<file path="config.mk">
export PLATFORM = sky130hd
export DESIGN_NAME = gmii_rx_frame_check
export DESIGN_NICKNAME = d
export VERILOG_FILES = /design/src/rtl/gmii_rx_frame_check.sv
export SDC_FILE = /design/constraint.sdc
export NUM_CORES = 1
export LEC_CHECK = 0
export BUFFER_PORTS_ARGS = -buffer_cell sky130_fd_sc_hd__buf_4
export CORE_ASPECT_RATIO = 0.5
export CORE_UTILIZATION = 40
export DETAILED_ROUTE_END_ITERATION = 10
export PLACE_DENSITY = 0.64
export REMOVE_ABC_BUFFERS = 1
export SYNTH_ARGS = -nofsm -noshare
export SYNTH_HDL_FRONTEND = slang
export SYNTH_SLANG_ARGS = --single-unit
</file>
<file path="constraint.sdc">
create_clock -name gmii_rx_clk -period 3 [get_ports gmii_rx_clk]
set_input_delay 0.45 -clock gmii_rx_clk [delete_from_list [all_inputs] [get_ports gmii_rx_clk]]
set_output_delay 0.45 -clock gmii_rx_clk [all_outputs]
set_load 0.01 [all_outputs]
</file>
<file path="src/rtl/gmii_rx_frame_check.sv">
// gmii_rx_frame_check: GMII receive pass-through with per-frame SFD/CRC-32/length checking.
// Optional good/bad frame counters are enabled by defining GMII_RX_STATS_EN.
module gmii_rx_frame_check #(
    parameter int PRE_MAX   = 15,
    parameter int FRAME_MIN = 64,
    parameter int FRAME_MAX = 1600
) (
    input  logic        gmii_rx_clk,
    input  logic        resetn,
    input  logic [7:0]  gmii_rxd,
    input  logic        gmii_rx_dv,
    input  logic        gmii_rx_er,
    output logic [7:0]  gmii_data_out,
    output logic        gmii_en_out,
    output logic        frame_done,
    output logic        crc_err,
    output logic        frame_err,
    output logic [15:0] frame_len,
    output logic [31:0] good_cnt,
    output logic [31:0] bad_cnt
);
    localparam logic [31:0] RESIDUE = 32'hDEBB20E3;

    typedef enum logic [1:0] {IDLE, PRE, DATA, DROP} state_t;

    state_t      state_q, state_d;
    logic [7:0]  data_q, data_d;
    logic        en_q, en_d;
    logic        armed_q, armed_d;
    logic [7:0]  pre_q, pre_d;
    logic [31:0] crc_q, crc_d;
    logic [15:0] len_q, len_d;
    logic        er_q, er_d;
    logic        done_q, done_d;
    logic        crc_err_q, crc_err_d;
    logic        frame_err_q, frame_err_d;
    logic [15:0] flen_q, flen_d;
    logic        eof, nosfd;

    function automatic logic [31:0] crc_byte(input logic [31:0] c, input logic [7:0] d);
        logic [31:0] r;
        r = c;
        for (int i = 0; i < 8; i++)
            r = (r >> 1) ^ (32'hEDB88320 & {32{r[0] ^ d[i]}});
        return r;
    endfunction

    assign eof   = (state_q != IDLE) && !gmii_rx_dv;
    assign nosfd = state_q != DATA;

    always_comb begin
        data_d      = gmii_rxd;
        en_d        = gmii_rx_dv;
        state_d     = state_q;
        pre_d       = pre_q;
        crc_d       = crc_q;
        len_d       = len_q;
        er_d        = er_q | (gmii_rx_dv & gmii_rx_er);
        // After reset a frame only starts once rx_dv has been seen low.
        armed_d     = armed_q | ~gmii_rx_dv;
        done_d      = eof;
        crc_err_d   = eof ? (nosfd || crc_q != RESIDUE) : crc_err_q;
        frame_err_d = eof ? (nosfd || er_q || len_q < 16'(FRAME_MIN) || len_q >= 16'(FRAME_MAX)) : frame_err_q;
        flen_d      = eof ? len_q : flen_q;
        if (!gmii_rx_dv) begin
            state_d = IDLE;
        end else begin
            case (state_q)
                IDLE: if (armed_q) begin
                    state_d = PRE;
                    pre_d   = 8'd1;
                    len_d   = '0;
                    er_d    = gmii_rx_er;
                end
                PRE: if (gmii_rxd == 8'hD5) begin
                    state_d = DATA;
                    crc_d   = '1;
                    len_d   = '0;
                end else if (gmii_rxd == 8'h55 && pre_q < 8'(PRE_MAX)) begin
                    pre_d = pre_q + 8'd1;
                end else begin
                    state_d = DROP;
                end
                DATA: begin
                    crc_d = crc_byte(crc_q, gmii_rxd);
                    len_d = (len_q == 16'(FRAME_MAX)) ? len_q : len_q + 16'd1;
                end
                default: ;
            endcase
        end
    end

    always_ff @(posedge gmii_rx_clk or negedge resetn) begin
        if (!resetn) begin
            state_q     <= IDLE;
            data_q      <= '0;
            en_q        <= 1'b0;
            armed_q     <= 1'b0;
            pre_q       <= '0;
            crc_q       <= '1;
            len_q       <= '0;
            er_q        <= 1'b0;
            done_q      <= 1'b0;
            crc_err_q   <= 1'b0;
            frame_err_q <= 1'b0;
            flen_q      <= '0;
        end else begin
            state_q     <= state_d;
            data_q      <= data_d;
            en_q        <= en_d;
            armed_q     <= armed_d;
            pre_q       <= pre_d;
            crc_q       <= crc_d;
            len_q       <= len_d;
            er_q        <= er_d;
            done_q      <= done_d;
            crc_err_q   <= crc_err_d;
            frame_err_q <= frame_err_d;
            flen_q      <= flen_d;
        end
    end

    assign gmii_data_out = data_q;
    assign gmii_en_out   = en_q;
    assign frame_done    = done_q;
    assign crc_err       = crc_err_q;
    assign frame_err     = frame_err_q;
    assign frame_len     = flen_q;

`ifdef GMII_RX_STATS_EN
    logic [31:0] good_q, good_d, bad_q, bad_d;
    logic        frame_ok;

    assign frame_ok = !crc_err_d && !frame_err_d;

    always_comb begin
        good_d = (eof && frame_ok) ? good_q + {31'd0, ~&good_q} : good_q;
        bad_d  = (eof && !frame_ok) ? bad_q + {31'd0, ~&bad_q} : bad_q;
    end

    always_ff @(posedge gmii_rx_clk or negedge resetn) begin
        if (!resetn) begin
            good_q <= '0;
            bad_q  <= '0;
        end else begin
            good_q <= good_d;
            bad_q  <= bad_d;
        end
    end

    assign good_cnt = good_q;
    assign bad_cnt  = bad_q;
`else
    assign good_cnt = '0;
    assign bad_cnt  = '0;
`endif
endmodule

</file>
==> results of run 1 <==
## layout make-up
cell class | instances | share of cell area
Sequential cell | 88 | 0.403
Tap cell | 165 | 0.0371
Clock inverter | 6 | 0.00923
Inverter | 7 | 0.00473
Multi-Input combinational cell | 368 | 0.440
Timing Repair Buffer | 46 | 0.0621
Clock buffer | 10 | 0.0430
## per-layer routing
| layer | share of wire | wire length [microns] |
|---|---|---|
| met1 | 0.49 | 4880 |
| met4 | 0.012 | 118 |
| met3 | 0.045 | 447 |
| met2 | 0.45 | 4520 |
| met5 | 0 | 0 |
## cells by family (layout without fill, tap and decap cells)
kind of cell,Yosys count,after routing,share of synthesized area
other,1,64,0.000740
AOI/OAI and AO/OA,73,73,0.113
adders and majority gates,3,3,0.00741
DFF,88,88,0.443
xor gates and xnor gates,70,70,0.147
buffers and inverters,95,69,0.121
and+or+nand+nor,155,155,0.160
muxes,3,3,0.00815
## worst max-delay path, delay by kind of cell (launching register included)
family,cells,cell delay (ns)
AO/OA/AOI/OAI,1,0.09
flip-flops,1,0.55
AND/OR/NAND/NOR,4,1.33
## state kept, by name, summed over array words and instances, names as in the netlist
register and cells:
armed_q 1, crc_err 1, crc_q 32, er_q 1, frame_done 1, frame_err 1, frame_len 16, gmii_data_out 8
gmii_en_out 1, len_q 16, pre_q 8, state_q 2
## cells in the final DEF, fill, tap and decap left out, types with 10 or more instances in the layout
| master | netlist | routed |
|---|---|---|
| dfstp_2 | 32 | 32 |
| nand2_1 | 69 | 69 |
| o21ai_0 | 13 | 13 |
| conb_1 | 1 | 64 |
| a2bb2oi_1 | 22 | 22 |
| o22a_1 | 11 | 11 |
| nand3_1 | 10 | 10 |
| xor2_1 | 20 | 20 |
| buf_4 | 67 | 46 |
| nor2_1 | 11 | 11 |
| xnor2_1 | 40 | 40 |
| dfrtp_1 | 56 | 56 |
## path summary, 6_finish.rpt
check                         startpoint  slack, ns                to  cells after the start
min in group gmii_rx_clk     gmii_rxd[4]       0.25  gmii_data_out[4]                      1
min reg2reg                frame_len[13]       0.48     frame_len[13]                      2
max reg2reg                    crc_q[23]       0.92           crc_err                      5
max                            crc_q[23]       0.92           crc_err                      5
min                               resetn       0.19        frame_done                      1
max in group asynchronous         resetn       1.97         crc_q[11]                      2
## where the power goes
group	total [mW]	internal, mW	switching (mW)	leakage [nW]
clock network	1.09	0.594	0.497	0.133
logic	2.52	1.23	1.29	1.20
registers	1.88	1.60	0.281	1.07
==> summary.txt, run 1 <==
Outcome
  – Status: finished clean

Drt
  – Via count: 3363
  – DRT iter0 DRCs: 150
  – Drc violations: 0
  – DRT Wirelength: 9970 microns
  – ANT nets after route: 0
  – Vias per std cell: 4.87
  – DR pass1 iterations: 4
  – Routed WL per cell: 14.5 microns

Setup path
  – Crit path capture type: flip-flop
  – Critical Path AT: 2.30 ns
  – Setup CP Type: reg2reg
  – Startpoint Class: flip-flop
  – Worst Path Max Fanout: 3
  – CP peak stage delay: 0.61 ns
  – Worst-path cell chain: or4b_2 -> nor4_1 -> nand4_1 -> nor3_1 -> o21ai_1
  – Req. time, crit path: 3.23 ns
  – Slowest cell on crit path: or4b_2

Timing
  – # setup viols final: 0
  – Max Clock Skew: 0.0107 ns
  – Final min period: 2.08 ns
  – Hold Violations, Final: 0
  – Worst setup margin: 0.921 ns
  – Period utilization: 0.693
  – RSZ-0062 raised after global routing: false
  – Worst slew pin tran: 0.835 ns
  – Normalized max-slew margin: 0.443
  – Setup TNS: 0 ns
  – Hold_ws: 0.189 ns
  – Max-slew violations: 0
  – Fmax: 481 MHz

Logic synthesis
  – Number of synthesis warnings: 0
  – Post-synth EDFFs: 0
  – Syn Inst Count: 488
  – Post-synth top flop: dfrtp_1
  – Mapped Area: 5060 sq um
  – Flops & latches, synth: 88
  – Most common cell in the netlist: nand2_1
  – Async SR Flop Fraction: 1.00
  – Top cells by area, synth: dfrtp_1, dfstp_2, buf_4
  – Yosys top cell area share: 0.277
  – Seq/Total Area, Yosys: 0.443
  – Unique masters post-synth: 60
  – Top cell type by total area after synthesis: dfrtp_1
  – Synth top cells by count: nand2_1, buf_4, dfrtp_1
  – Avg Cell Area, Syn: 10.4 sq um

Power
  – LEAKAGE: 2.40 nW
  – Total power: 5.49 mW
  – PD cells: 988 nW/um^2
  – Peak supply drop: 0.462 mV

Global route
  – Met2 usage: 0.261
  – M1 GR Usage: 0.218
  – Initial antenna violation count: 0
  – Gr busiest metal: met2
  – Tot GR Track Use: 0.161
  – Total global routing overflow: 0
  – First-pass GRT wire length: 16500 microns
  – Largest net degree at the start of global routing: 66
  – Number of global-route vias before repair: 3146
  – Grt met3 use: 0.0364

Final layout
  – Multi-input gate area: 2450 sq um
  – Share of post-route cells with drive strength above 1: 0.215
  – Final nets: 535
  – Post-route design area: 5560 sq um
  – Fin util: 0.460
  – Non-filler cells, final: 690
  – Fillers: 1145
  – Synth-to-layout area growth: 9.76%
  – Diodes inserted: 0
  – Register area: 2240 sq um

Floorplan
  – Die X: 161 microns
  – Ports: 104
  – Core box area: 12100 sq um
  – Initial Util: 0.419
  – Die extent in y: 81.6 microns
  – Die area: 13100 sq um
  – Row count: 28

Min path
  – Hold Crit Class: in2async

Placed design
  – IO Port Bufs: 39
  – GP Congestion: 0.839
  – Post-place setup slack: 0.867 ns
  – Cell count after placement: 674
  – Detailed-placement wirelength estimate: 6960 microns
  – Dpl cell area: 5270 sq um

Clock tree
  – CTS Buf Count: 9
  – Reg clk slew, reported paths: 0.07 ns
  – Clock Latency Late Sink: 0.35 ns
  – CTS Buffer Depth: 2
  – Root buf cell: clkbuf_16
  – Post-cts hold buffer count: 0
  – PostCTS Resize Cnt: 0
  – CTS tree: done
  – Sink Count: 88
  – Post-CTS Setup Inserts: 0
  – Htree depth: 3

Job
  – Maxcap violations: 0
Note: power is estimated with default switching activity, not from simulation.
==> run 2, diff against run 1 <==
--- a/config.mk
+++ b/config.mk
@@ -9,7 +9,7 @@
 export CORE_ASPECT_RATIO = 0.5
 export CORE_UTILIZATION = 40
 export DETAILED_ROUTE_END_ITERATION = 10
-export PLACE_DENSITY = 0.64
+export PLACE_DENSITY = 0.67
 export REMOVE_ABC_BUFFERS = 1
 export SYNTH_ARGS = -nofsm -noshare
 export SYNTH_HDL_FRONTEND = slang
==> constraint.sdc (replaced) <==
create_clock -name gmii_rx_clk -period 1.9 [get_ports gmii_rx_clk]
set_input_delay 0.285 -clock gmii_rx_clk [delete_from_list [all_inputs] [get_ports gmii_rx_clk]]
set_output_delay 0.285 -clock gmii_rx_clk [all_outputs]
set_load 0.01 [all_outputs]
==> summary.txt, run 2 (synthesis gave the netlist of run 1 again) <==
Outcome
  – Status: finished clean

Floorplan
  – Row count: 28
  – Ports: 104
  – Die area: 13100 sq um
  – Core box area: 12100 sq um
  – Initial Util: 0.419
  – Die X: 161 microns
  – Die extent in y: 81.6 microns

Power
  – Total power: 9.55 mW
  – PD cells: 1600 nW/um^2
  – Peak supply drop: 0.702 mV
  – LEAKAGE: 2.62 nW

Placed design
  – IO Port Bufs: 39
  – Detailed-placement wirelength estimate: 7520 microns
  – Cell count after placement: 704
  – Dpl cell area: 5540 sq um
  – GP Congestion: 0.859

Drt
  – DRT Wirelength: 10600 microns
  – Via count: 3567
  – DR pass1 iterations: 4
  – Drc violations: 0
  – DRT iter0 DRCs: 188
  – ANT nets after route: 0
  – Routed WL per cell: 14.7 microns
  – Vias per std cell: 4.95

Timing
  – RSZ-0062 raised after global routing: false
  – Max-slew violations: 0
  – Hold_ws: 0.0864 ns
  – Worst slew pin tran: 0.550 ns
  – Max Clock Skew: 0.00907 ns
  – Normalized max-slew margin: 0.628
  – Fmax: 550 MHz
  – Period utilization: 0.958
  – Hold Violations, Final: 0
  – # setup viols final: 0
  – Final min period: 1.82 ns

Clock tree
  – CTS Buf Count: 9
  – CTS tree: done
  – CTS Buffer Depth: 2
  – Reg clk slew, reported paths: 0.07 ns
  – Root buf cell: clkbuf_16
  – Htree depth: 3
  – Sink Count: 88
  – Clock Latency Late Sink: 0.35 ns

Final layout
  – Diodes inserted: 0
  – Synth-to-layout area growth: 17.6%
  – Post-route design area: 5960 sq um
  – Fillers: 1073
  – Final nets: 566
  – Non-filler cells, final: 721
  – Most frequent cells in the layout: buf_4, nand2_1, conb_1, dfrtp_1, xnor2_1
  – Fin util: 0.493
  – Max FFs per register: 32
  – Commonest non-fill, non-tap cell in the layout: buf_4
  – Multi-input gate area: 2500 sq um
  – Largest Register: crc_q
  – Register area: 2240 sq um
  – Share of post-route cells with drive strength above 1: 0.272

Setup path
  – Startpoint Class: flip-flop
  – Crit path capture type: flip-flop
  – R2R depth: 5
  – Reg-to-reg setup timing slack: 0.08 ns
  – CP Capture Point: pre_q[0]
  – Worst R2R Start: pre_q[5]
  – Worst Path Max Fanout: 3
  – Worst Setup SP: pre_q[5]
  – Critical Path AT: 2.04 ns
  – Setup CP Type: reg2reg
  – Req. time, crit path: 2.12 ns
  – End of the worst register-to-register path: pre_q[0]

Global route
  – Total global routing overflow: 0
  – Tot GR Track Use: 0.170
  – Largest net degree at the start of global routing: 42
  – Initial antenna violation count: 0
  – Number of global-route vias before repair: 3356
  – First-pass GRT wire length: 17500 microns

Job
  – Maxcap violations: 0

Min path
  – Hold Crit Class: in2reg
## run 2: changes by cell type in the layout (fill, tap and decap cells not counted), moves of 2 or more
cell,delta
nor3_2,+2
dfrtp_2,+2
dfrtp_1,-2
buf_12,+4
nor3_1,-2
xnor2_1,-2
bufinv_16,+3
clkinvlp_4,-2
buf_4,+26
## run 2: how the worst min path moves through the flow
| stage | endpoint | start | depth (start not counted) | slack, ns |
|---|---|---|---|---|
| after floorplan | armed_q | resetn | 0 | -0.01 |
| after global placement | frame_len[9] | resetn | 1 | 0.31 |
| after detailed placement | frame_len[9] | resetn | 1 | 0.32 |
| after CTS | gmii_data_out[2] | gmii_rxd[2] | 1 | 0.08 |
| after global routing | gmii_data_out[4] | gmii_rxd[4] | 1 | 0.08 |
| final | gmii_data_out[3] | gmii_rxd[3] | 1 | 0.09 |
## run 2: critical path, cell delays in order (launching register included)
cell	delay [ns]
dfrtp_1	0.38
or4_1	0.54
a311oi_2	0.23
and3_1	0.19
nor2_1	0.07
mux2_4	0.30
## run 2: repair_timing
item,in CTS,in global routing
hold buffers,1,0
setup buffers,0,0
resized for setup,0,10
hold endpoints to repair,29,0
endpoints found under the setup margin,0,12
## run 2: layer usage
layer  GRT usage  vias up  part of all wire
li1            -     1682                 -
met1       0.235     1741              0.49
met2       0.266      132              0.45
met3      0.0364       12             0.050
met4      0.0594        0             0.016
met5           0        -                 0
## run 2: final cells by class
| type | count | area share |
|---|---|---|
| Clock buffer | 9 | 0.0378 |
| Timing Repair Buffer | 77 | 0.106 |
| Tap cell | 165 | 0.0347 |
| Sequential cell | 88 | 0.377 |
| Inverter | 7 | 0.00441 |
| Multi-Input combinational cell | 368 | 0.419 |
| Clock inverter | 7 | 0.0212 |
## run 2: power breakdown
group	total (mW)	leakage [nW]	switching, mW	internal, mW
registers	2.98	1.07	0.449	2.53
clock network	2.10	0.168	0.801	1.30
logic	4.47	1.38	2.17	2.30
total	9.55	2.62	3.42	6.13
## run 2: per-stage QoR
stage	setup TNS, ns	setup WS (ns)
final	0	0.0802
after global routing	0	0.00143
after CTS	0	0.000494
after detailed placement	0	0.0136
after global placement	-0.0293	-0.0293
after floorplan	-3.59	-0.125
==> run 3, diff against run 2 <==
--- a/config.mk
+++ b/config.mk
@@ -11,6 +11,7 @@
 export DETAILED_ROUTE_END_ITERATION = 10
 export PLACE_DENSITY = 0.67
 export REMOVE_ABC_BUFFERS = 1
+export SKIP_LAST_GASP = 1
 export SYNTH_ARGS = -nofsm -noshare
 export SYNTH_HDL_FRONTEND = slang
 export SYNTH_SLANG_ARGS = --single-unit
==> constraint.sdc (replaced) <==
create_clock -name gmii_rx_clk -period 1.9 [get_ports gmii_rx_clk]
set_input_delay 0.38 -clock gmii_rx_clk [delete_from_list [all_inputs] [get_ports gmii_rx_clk]]
set_output_delay 0.38 -clock gmii_rx_clk [all_outputs]
set_load 0.01 [all_outputs]
==> summary.txt, run 3 (synthesis gave the netlist of run 1 again) <==
Setup path
  – R2R depth: 5
  – End of the worst register-to-register path: pre_q[1]
  – Reg-to-reg setup timing slack: 0.08 ns
  – Critical Path AT: 2.06 ns
  – Setup CP Type: reg2reg
  – Worst R2R Start: pre_q[5]
  – Crit path capture type: flip-flop
  – Crit-path leading delay family: simple AND/OR/NAND/NOR gates
  – Crit path buffers/inverters: 0
  – CP peak stage delay: 0.53 ns
  – Crit path depth: 5
  – Startpoint Class: flip-flop
  – Worst Path Max Fanout: 3
  – Req. time, crit path: 2.13 ns
  – Worst-path cell chain: or4_4 -> a311oi_2 -> and3_1 -> nor2_2 -> mux2_4
  – Slowest cell on crit path: or4_4
  – CP Capture Point: pre_q[1]
  – Worst Setup SP: pre_q[5]

Timing
  – # setup viols final: 0
  – Final min period: 1.82 ns
  – Max Clock Skew: 0.0102 ns
  – Hold Violations, Final: 0
  – Hold_ws: 0.177 ns
  – RSZ-0062 raised after global routing: true
  – Max-slew violations: 0
  – Fmax: 549 MHz
  – Period utilization: 0.959

Floorplan
  – Core box area: 12100 sq um
  – Die extent in y: 81.6 microns
  – Die X: 161 microns
  – Die area: 13100 sq um
  – Row count: 28
  – Initial Util: 0.419
  – Ports: 104

Final layout
  – Commonest non-fill, non-tap cell in the layout: buf_4
  – Max FFs per register: 32
  – Diodes inserted: 0
  – Share of post-route cells with drive strength above 1: 0.274
  – Final nets: 569
  – Most frequent cells in the layout: buf_4, nand2_1, conb_1, dfrtp_1, xnor2_1
  – Post-route design area: 5960 sq um
  – Largest Register: crc_q
  – Synth-to-layout area growth: 17.6%

Drt
  – Vias per std cell: 4.95
  – Routed WL per cell: 14.8 microns
  – Via count: 3585
  – Drc violations: 0
  – DR pass1 iterations: 4
  – DRT iter0 DRCs: 186
  – ANT nets after route: 0
  – DRT Wirelength: 10700 microns

Outcome
  – Status: finished clean

Clock tree
  – CTS Buf Count: 9
  – CTS tree: done
  – Clock Latency Late Sink: 0.35 ns
  – CTS Buffer Depth: 2
  – Reg clk slew, reported paths: 0.07 ns
  – Sink Count: 88
  – Root buf cell: clkbuf_16
  – Htree depth: 3

Job
  – Maxcap violations: 0

Global route
  – Number of global-route vias before repair: 3447
  – First-pass GRT wire length: 17600 microns
  – Largest net degree at the start of global routing: 33
  – Tot GR Track Use: 0.173
  – Initial antenna violation count: 0
  – Total global routing overflow: 0

Placed design
  – Dpl cell area: 5550 sq um
  – GP Congestion: 0.850
  – Detailed-placement wirelength estimate: 7520 microns
  – IO Port Bufs: 39

Min path
  – Hold Crit Class: in2reg

Power
  – LEAKAGE: 2.63 nW
  – Peak supply drop: 0.747 mV
  – PD cells: 1610 nW/um^2
run 3: routing by layer:
metal  vias up  wire [microns]  track usage
met5         -               0            0
met2       124            4970        0.275
met1      1762            5110        0.237
li1       1691               -            -
met3         8             551       0.0455
met4         0              58       0.0396
run 3: through the flow:
stage	std cells	total power [mW]	util	TNS [ns]	worst slack [ns]
floorplan	463	6.11	-	-3.59	-0.125
global placement	706	7.35	0.459	-0.0536	-0.0331
detailed placement	706	7.42	0.459	-0.0158	-0.0158
CTS	723	9.56	0.488	0	0.00588
global route	724	10.1	0.493	-0.0618	-0.0605
finish	724	9.60	0.493	0	0.0783
run 3: timing repair:
| action | 4_1_cts | 5_1_grt |
|---|---|---|
| cloned | 0 | 0 |
| endpoints found under the setup margin | 1 | 10 |
| pin swaps | 1 | 2 |
| resized for setup | 0 | 9 |
| buffers inserted | 0 | 1 |
| hold endpoints to repair | 3 | 0 |
| hold buffers | 1 | 0 |
run 3: worst min path at each step:
stage | startpoint | endpoint | slack [ns] | cells after the start
final | gmii_rxd[3] | gmii_data_out[3] | 0.18 | 1
after global routing | gmii_rxd[3] | gmii_data_out[3] | 0.16 | 1
after CTS | gmii_rxd[3] | gmii_data_out[3] | 0.17 | 1
after detailed placement | resetn | frame_len[4] | 0.37 | 1
after global placement | resetn | frame_len[2] | 0.37 | 1
after floorplan | resetn | armed_q | 0.08 | 0
run 3: power by group:
part | leakage [nW] | switching, mW | internal, mW | total [mW]
registers | 1.07 | 0.443 | 2.53 | 2.97
logic | 1.40 | 2.22 | 2.37 | 4.59
clock network | 0.164 | 0.751 | 1.29 | 2.05
total | 2.63 | 3.41 | 6.19 | 9.60
run 3: layout make-up:
| cell class | instances | area (sq um) |
|---|---|---|
| fillers | 1109 | 6130 |
| multi-input cells | 368 | 2490 |
| flip-flops and latches | 88 | 2240 |
| repair buffers | 80 | 641 |
| clock buffers | 10 | 229 |
| well taps | 165 | 206 |
| clock inverters | 6 | 115 |
| inverters | 7 | 26.3 |
run 3: worst register-to-register path, cell delays in order, from the launching register on:
cell,delay (ns)
dfrtp_1,0.38
or4_4,0.53
a311oi_2,0.23
and3_1,0.21
nor2_2,0.06
mux2_4,0.29
